[src/rtl/banco_segmentado_pkg.sv]
// Shared constants for the two-stage R-type register bank: default widths,
// instruction field positions and the supported funct codes.
package banco_pkg;

   localparam int DATA_W_DEF = 32;
   localparam int ADDR_W_DEF = 5;

   localparam int INSTR_W   = 32;
   localparam int FIELD_W   = 5;
   localparam int FUNCT_W   = 6;
   localparam int RS_LSB    = 21;
   localparam int RT_LSB    = 16;
   localparam int RD_LSB    = 11;
   localparam int FUNCT_LSB = 0;

   localparam logic [FUNCT_W-1:0] FUNCT_SLL  = 6'h00;
   localparam logic [FUNCT_W-1:0] FUNCT_SRL  = 6'h02;
   localparam logic [FUNCT_W-1:0] FUNCT_SRA  = 6'h03;
   localparam logic [FUNCT_W-1:0] FUNCT_ADD  = 6'h20;
   localparam logic [FUNCT_W-1:0] FUNCT_SUB  = 6'h22;
   localparam logic [FUNCT_W-1:0] FUNCT_AND  = 6'h24;
   localparam logic [FUNCT_W-1:0] FUNCT_OR   = 6'h25;
   localparam logic [FUNCT_W-1:0] FUNCT_XOR  = 6'h26;
   localparam logic [FUNCT_W-1:0] FUNCT_NOR  = 6'h27;
   localparam logic [FUNCT_W-1:0] FUNCT_SLT  = 6'h2A;
   localparam logic [FUNCT_W-1:0] FUNCT_SLTU = 6'h2B;

   function automatic logic [FIELD_W-1:0] campo(input logic [INSTR_W-1:0] palabra,
                                                input int lsb);
      campo = palabra[lsb +: FIELD_W];
   endfunction

endpackage

[src/rtl/banco_segmentado_alu.sv]
// Combinational R-type ALU; a is the rs operand, b the rt operand.
// Shifts move b by the low log2(DATA_W) bits of a.
module alu_param
   import banco_pkg::*;
#(
   parameter int DATA_W = DATA_W_DEF
) (
   input  logic [DATA_W-1:0]  a,
   input  logic [DATA_W-1:0]  b,
   input  logic [FUNCT_W-1:0] funct,
   output logic [DATA_W-1:0]  resultado,
   output logic               illegal
);

   localparam int SH_W = $clog2(DATA_W);

   logic [SH_W-1:0] sh_s;

   assign sh_s = a[SH_W-1:0];

   // funct decode and result selection; unknown codes yield 0 and flag illegal
   always_comb begin
      resultado = '0;
      illegal   = 1'b0;
      case (funct)
         FUNCT_ADD:  resultado = a + b;
         FUNCT_SUB:  resultado = a - b;
         FUNCT_AND:  resultado = a & b;
         FUNCT_OR:   resultado = a | b;
         FUNCT_XOR:  resultado = a ^ b;
         FUNCT_NOR:  resultado = ~(a | b);
         FUNCT_SLT:  resultado = {{(DATA_W-1){1'b0}}, ($signed(a) < $signed(b))};
         FUNCT_SLTU: resultado = {{(DATA_W-1){1'b0}}, (a < b)};
         FUNCT_SLL:  resultado = b << sh_s;
         FUNCT_SRL:  resultado = b >> sh_s;
         FUNCT_SRA:  resultado = $unsigned($signed(b) >>> sh_s);
         default: begin
            resultado = '0;
            illegal   = 1'b1;
         end
      endcase
   end

endmodule

[src/rtl/banco_segmentado.sv]
// Two-stage register bank: S1 holds decoded fields, S2 holds the ALU result
// that is written back when the consumer accepts it.
module banco_segmentado
   import banco_pkg::*;
#(
   parameter int DATA_W = DATA_W_DEF,
   parameter int ADDR_W = ADDR_W_DEF
) (
   input  logic               clk,
   input  logic               reset,
   input  logic               instr_valid,
   output logic               instr_ready,
   input  logic [31:0]        instruccion,
   output logic               res_valid,
   input  logic               res_ready,
   output logic [DATA_W-1:0]  res_data,
   output logic [ADDR_W-1:0]  res_rd,
   output logic               res_illegal,
   input  logic [ADDR_W-1:0]  dbg_addr,
   output logic [DATA_W-1:0]  dbg_data
);

   localparam int NREGS = 2**ADDR_W;

   logic [FIELD_W-1:0] rs_field_s, rt_field_s, rd_field_s;
   logic [FUNCT_W-1:0] funct_field_s;
   logic               unused_bits_s;

   logic               s1_valid_q, s1_valid_d;
   logic [ADDR_W-1:0]  s1_rs_q, s1_rs_d;
   logic [ADDR_W-1:0]  s1_rt_q, s1_rt_d;
   logic [ADDR_W-1:0]  s1_rd_q, s1_rd_d;
   logic [FUNCT_W-1:0] s1_funct_q, s1_funct_d;

   logic               res_valid_q, res_valid_d;
   logic [DATA_W-1:0]  res_data_q, res_data_d;
   logic [ADDR_W-1:0]  res_rd_q, res_rd_d;
   logic               res_illegal_q, res_illegal_d;

   logic [DATA_W-1:0]  regs_q [NREGS];
   logic [DATA_W-1:0]  regs_d [NREGS];

   logic               advance_s, accept_s, wb_s, fwd_ok_s;
   logic [DATA_W-1:0]  op_a_s, op_b_s, alu_res_s;
   logic               alu_ill_s;

   assign rs_field_s    = campo(instruccion, RS_LSB);
   assign rt_field_s    = campo(instruccion, RT_LSB);
   assign rd_field_s    = campo(instruccion, RD_LSB);
   assign funct_field_s = instruccion[FUNCT_LSB +: FUNCT_W];
   assign unused_bits_s = ^{instruccion[INSTR_W-1:RS_LSB+FIELD_W],
                            instruccion[RD_LSB-1:FUNCT_LSB+FUNCT_W],
                            rs_field_s, rt_field_s, rd_field_s};

   assign advance_s   = !res_valid_q || res_ready;
   assign instr_ready = !s1_valid_q || advance_s;
   assign accept_s    = instr_valid && instr_ready;
   assign wb_s        = res_valid_q && res_ready && !res_illegal_q && (res_rd_q != '0);
   // S2 may feed S1 even when it retires this very edge: its write is not yet visible.
   assign fwd_ok_s    = res_valid_q && !res_illegal_q && (res_rd_q != '0);

   // operand fetch with bypass from S2 and hard-wired zero register
   always_comb begin
      op_a_s = '0;
      op_b_s = '0;
      if (fwd_ok_s && (res_rd_q == s1_rs_q)) begin
         op_a_s = res_data_q;
      end else if (s1_rs_q == '0) begin
         op_a_s = '0;
      end else begin
         op_a_s = regs_q[s1_rs_q];
      end
      if (fwd_ok_s && (res_rd_q == s1_rt_q)) begin
         op_b_s = res_data_q;
      end else if (s1_rt_q == '0) begin
         op_b_s = '0;
      end else begin
         op_b_s = regs_q[s1_rt_q];
      end
   end

   alu_param #(.DATA_W(DATA_W)) u_alu (
      .a         (op_a_s),
      .b         (op_b_s),
      .funct     (s1_funct_q),
      .resultado (alu_res_s),
      .illegal   (alu_ill_s)
   );

   // S1 next state: load on accept, empty when it drains into S2, else hold
   always_comb begin
      s1_valid_d = s1_valid_q;
      s1_rs_d    = s1_rs_q;
      s1_rt_d    = s1_rt_q;
      s1_rd_d    = s1_rd_q;
      s1_funct_d = s1_funct_q;
      if (accept_s) begin
         s1_valid_d = 1'b1;
         s1_rs_d    = rs_field_s[ADDR_W-1:0];
         s1_rt_d    = rt_field_s[ADDR_W-1:0];
         s1_rd_d    = rd_field_s[ADDR_W-1:0];
         s1_funct_d = funct_field_s;
      end else if (advance_s) begin
         s1_valid_d = 1'b0;
      end else begin
         s1_valid_d = s1_valid_q;
      end
   end

   // S2 next state: capture the ALU result when the stage can advance
   always_comb begin
      res_valid_d   = res_valid_q;
      res_data_d    = res_data_q;
      res_rd_d      = res_rd_q;
      res_illegal_d = res_illegal_q;
      if (advance_s) begin
         res_valid_d = s1_valid_q;
         if (s1_valid_q) begin
            res_data_d    = alu_res_s;
            res_rd_d      = s1_rd_q;
            res_illegal_d = alu_ill_s;
         end else begin
            res_data_d    = res_data_q;
            res_rd_d      = res_rd_q;
            res_illegal_d = res_illegal_q;
         end
      end else begin
         res_valid_d = res_valid_q;
      end
   end

   // register file write port; entry 0 is never written
   always_comb begin
      regs_d[0] = '0;
      for (int i = 1; i < NREGS; i++) begin
         regs_d[i] = (wb_s && (res_rd_q == ADDR_W'(i))) ? res_data_q : regs_q[i];
      end
   end

   // pipeline registers
   always_ff @(posedge clk or posedge reset) begin
      if (reset) begin
         s1_valid_q    <= 1'b0;
         s1_rs_q       <= '0;
         s1_rt_q       <= '0;
         s1_rd_q       <= '0;
         s1_funct_q    <= '0;
         res_valid_q   <= 1'b0;
         res_data_q    <= '0;
         res_rd_q      <= '0;
         res_illegal_q <= 1'b0;
      end else begin
         s1_valid_q    <= s1_valid_d;
         s1_rs_q       <= s1_rs_d;
         s1_rt_q       <= s1_rt_d;
         s1_rd_q       <= s1_rd_d;
         s1_funct_q    <= s1_funct_d;
         res_valid_q   <= res_valid_d;
         res_data_q    <= res_data_d;
         res_rd_q      <= res_rd_d;
         res_illegal_q <= res_illegal_d;
      end
   end

   // register file storage
   always_ff @(posedge clk or posedge reset) begin
      if (reset) begin
         for (int i = 0; i < NREGS; i++) begin
            regs_q[i] <= '0;
         end
      end else begin
         for (int i = 0; i < NREGS; i++) begin
            regs_q[i] <= regs_d[i];
         end
      end
   end

   assign res_valid   = res_valid_q;
   assign res_data    = res_data_q;
   assign res_rd      = res_rd_q;
   assign res_illegal = res_illegal_q;
   assign dbg_data    = (dbg_addr == '0) ? '0 : regs_q[dbg_addr];

endmodule

[config.mk]
export PLATFORM = sky130hd
export DESIGN_NAME = banco_segmentado
export DESIGN_NICKNAME = d
export VERILOG_FILES = /design/src/rtl/banco_segmentado_pkg.sv /design/src/rtl/banco_segmentado_alu.sv /design/src/rtl/banco_segmentado.sv
export SDC_FILE = /design/constraint.sdc
export NUM_CORES = 2
export LEC_CHECK = 0
export ABC_AREA = 0
export ABC_CLOCK_PERIOD_IN_PS = 76400
export CAP_MARGIN = 20
export CORE_MARGIN = 2
export CORE_UTILIZATION = 23
export CTS_CLUSTER_DIAMETER = 30
export DETAILED_ROUTE_END_ITERATION = 10
export GPL_ROUTABILITY_DRIVEN = 1
export PLACE_DENSITY = 0.42
export SYNTH_ARGS = -nofsm -noshare
export SYNTH_HDL_FRONTEND = slang
export SYNTH_HIERARCHICAL = 1
export SYNTH_SLANG_ARGS = --single-unit
export TNS_END_PERCENT = 20
[constraint.sdc]
create_clock -name clk -period 76.4 [get_ports clk]
set_input_delay 7.64 -clock clk [delete_from_list [all_inputs] [get_ports clk]]
set_output_delay 7.64 -clock clk [all_outputs]
set_load 0.03 [all_outputs]
==> reports/summary.txt <==
crit path cell chain - buf_8 > buf_12 > buf_4 > mux2_2 > a22o_1 > mux4_2 > mux2_2 > clkdlybuf4s50_1
Reg clk slew, reported paths - 40 ps
Most common cell on crit path - mux2_2
Initial DRC Count - 5535
final setup vio count - 0
Syn Area/Cell - 13.1 µm²
Post-Syn Area - 0.0729 mm²
cell count after synthesis - 5586
critical path capture point type - output port
met2 GRT Util - 0.296
Wirelength per Cell - 31.9 µm
r2r startpoint - res_rd[0]$_DFFE_PP0P_
CP Launch Type - input port
Max stage delay on crit path - 840 ps
Syn. warnings - 6
Num CTS Buffers - 319
crit path kind - in2out
post-route insts no fill - 9988
Netlist cell types - 92
Post-synth EDFFs - 0
GRT Util Overall - 0.193
hold_sp - s1_rd_q[3]$_DFFE_PP0P_
vias per inst - 5.53
final core utilization - 0.283
Least-Margin Pin Slew - 1170 ps
hold_buf cts - 0
Die Area - 0.322 mm²
Final Wtd Congestion - 0.953
grt total ovfl - 0
Slew Viols, Final - 0
layout cells sized above 1 - 0.485
P&R area growth vs syn - 22.1%
CP Depth - 8
Leakage - 37.9 nW
CP max FO - 86
Detail Route Antenna Nets - 0
status - complete, no violations
Total Wirelength - 318 mm
# H-tree levels - 5
post-synth top area share - 0.361
antenna violations before repair - 20
hold crit path type - reg2reg
drc violations - 0
hold path depth - 1
worst path buffer plus inverter count - 4
First-pass DRT Iterations - 8
Worst EP required - 68760 ps
Placement Cell Area - 0.0783 mm²
vias in the first global route - 56100
Final Power - 3.04 mW
final setup margin - 56690 ps
WHS - 501 ps
largest net degree at the start of global routing - 120
clk root buf - clkbuf_16
skew final - 85.3 ps
pre-CTS WS - 56650 ps
dpl cells - 9427
Final Cell Area - 0.0891 mm²
Final Critical Period - 19710 ps
synthesized net count - 5727
FF-to-FF path depth - 19
Cell Pwr Density - 34.2 mW/mm²
Seq/Total Area, Yosys - 0.361
IO Count - 113
clock sinks - 1053
Worst VDD drop - 0.0000261 V
period utilization - 0.258
# rows - 206
GRT busiest layer - met2
PortBufs - 101
met3 Track Usage GR - 0.0441
hpwl dp - 196 mm
core footprint - 0.315 mm²
async set-reset flop share out of synthesis - 1.00
Data arrival, critical path - 12070 ps
grt met1 use - 0.264
Synth area leader - dfrtp_1
starting density of the core - 0.231
Die Width - 567 µm
TritonCTS clock tree - built
Clock Path Buffers - 4
first-pass GRT wire length - 448 mm
clk_lat worst skew - 950 ps
setup_tns - 0 ps
Most used DFF post-synth - dfrtp_1
RSZ-0062 raised after global routing - no
Die Y - 567 µm
Post-CTS Resized - 0
Critical path origin - dbg_addr[0]
routed via count - 55300
fmax - 50.7 MHz
Slowest-stage cell, CP - buf_4
Area contributors post-synth - dfrtp_1, mux4_2, mux2_2
crit-path leading delay family - buffers and inverters
Post-CTS Setup Inserts - 0
final hold viol count - 0
Max Cap Viol - 0
register bit total from synthesis - 1053
Max-slew headroom - 0.221
Layout Nets - 5729
## cell families (layout without fill, tap and decap cells)
group,Yosys count,in the layout,share of synthesized area
compound gates,892,892,0.0880
simple gates,685,685,0.0445
xor+xnor,13,13,0.00156
other cells,0,4,0
flops,1053,1053,0.361
fa+ha+maj,100,100,0.0174
buf+inv,709,947,0.0431
mux,2134,2134,0.444
## worst paths after layout
kind / to / slack, ps
worst max-delay path: dbg_data[12] / 56690
worst max register to register: res_data[26]$_DFFE_PP0P_ / 67850
worst min-delay path: res_rd[3]$_DFFE_PP0P_ / 500
worst min register to register: res_rd[3]$_DFFE_PP0P_ / 500
min in group asynchronous: regs_q[89]$_DFFE_PP0P_ / 7300
max in group asynchronous: s1_rs_q[4]$_DFFE_PP0P_ / 64650
## worst reg2reg max path, stage by stage (launching register included)
cell,delay [ps]
dfrtp_1,610
or4_1,600
o21ai_0,530
nor3_4,100
buf_4,270
nor2_4,590
buf_4,710
a32o_4,710
inv_2,400
fa_1,580
nor2_1,160
o211ai_1,200
a31oi_1,600
nand3_1,270
a2111oi_0,790
o22ai_1,340
o21a_1,290
a221o_1,290
o21a_1,120
mux2_2,260
## synthesized netlist by cell type (7+ instances only)
cell type,instances
mux2_2,1283
nand2b_1,40
inv_1,98
xnor2_1,11
o22ai_1,93
a211oi_1,34
buf_4,33
o311ai_0,19
nand2_1,205
ha_1,98
o21bai_1,18
nor3_1,60
a211o_1,26
a21o_1,18
dfrtp_1,1053
a31oi_1,19
clkbuf_1,301
nand4_1,9
nand3b_1,9
a221o_1,32
or2_2,7
a32o_1,64
and3_1,13
nand3_1,48
a22o_1,34
o21ai_1,16
mux2i_1,94
mux4_2,754
nor4_1,16
nor2b_1,53
a221oi_1,64
o211ai_1,20
o31ai_1,9
o21ai_0,168
buf_6,12
a21oi_1,110
buf_2,169
buf_1,82
nor2_1,184
o221a_2,7
o2111ai_1,19
o221ai_1,13
a22oi_1,47
## power by group
| part | switching, mW | internal [mW] |
|---|---|---|
| combinational | 0.544 | 0.393 |
| sequential | 0.116 | 0.659 |
| clock | 0.379 | 0.953 |
| total | 1.04 | 2.00 |
## cell usage in the layout, fill, tap and decap left out, types with 26 or more instances in the layout
| cell | instances |
|---|---|
| a211o_1 | 26 |
| a211oi_1 | 34 |
| a21oi_1 | 110 |
| a221o_1 | 32 |
| a221oi_1 | 64 |
| a22o_1 | 34 |
| a22oi_1 | 47 |
| a32o_1 | 60 |
| buf_4 | 180 |
| bufinv_16 | 39 |
| clkbuf_1 | 57 |
| clkbuf_16 | 324 |
| clkbuf_8 | 61 |
| clkdlybuf4s50_1 | 96 |
| clkinv_2 | 54 |
| dfrtp_1 | 1040 |
| ha_1 | 98 |
| inv_1 | 96 |
| mux2_2 | 1283 |
| mux2i_1 | 94 |
| mux4_2 | 754 |
| nand2_1 | 193 |
| nand2b_1 | 39 |
| nand3_1 | 44 |
| nor2_1 | 173 |
| nor2b_1 | 48 |
| nor3_1 | 56 |
| o21ai_0 | 168 |
| o22ai_1 | 93 |
## routing by layer
metal	vias up	wire length (µm)	share of wire
li1	22200	-	-
met1	29900	140000	0.44
met2	2487	142000	0.45
met5	-	64	0.00020
met3	636	23500	0.074
met4	10	12800	0.040
## registers in the layout (all words and copies together), names as in the netlist
signal	count
regs_q	992
s1_valid_q	1
res_illegal	1
s1_rs_q	5
s1_funct_q	6
s1_rt_q	5
res_valid	1
res_rd	5
s1_rd_q	5
res_data	32
## area by class of cell
cell class                      count  area [µm²]
Tap cell                         4160        5200
Fill cell                       32000      226000
Clock inverter                    115        1660
Sequential cell                  1053       26400
Timing Repair Buffer              284        2450
Multi-Input combinational cell   3824       43800
Antenna cell                        4        10.0
Clock buffer                      442        9160
Inverter                          106         405
(Power assumes the default switching activity.)
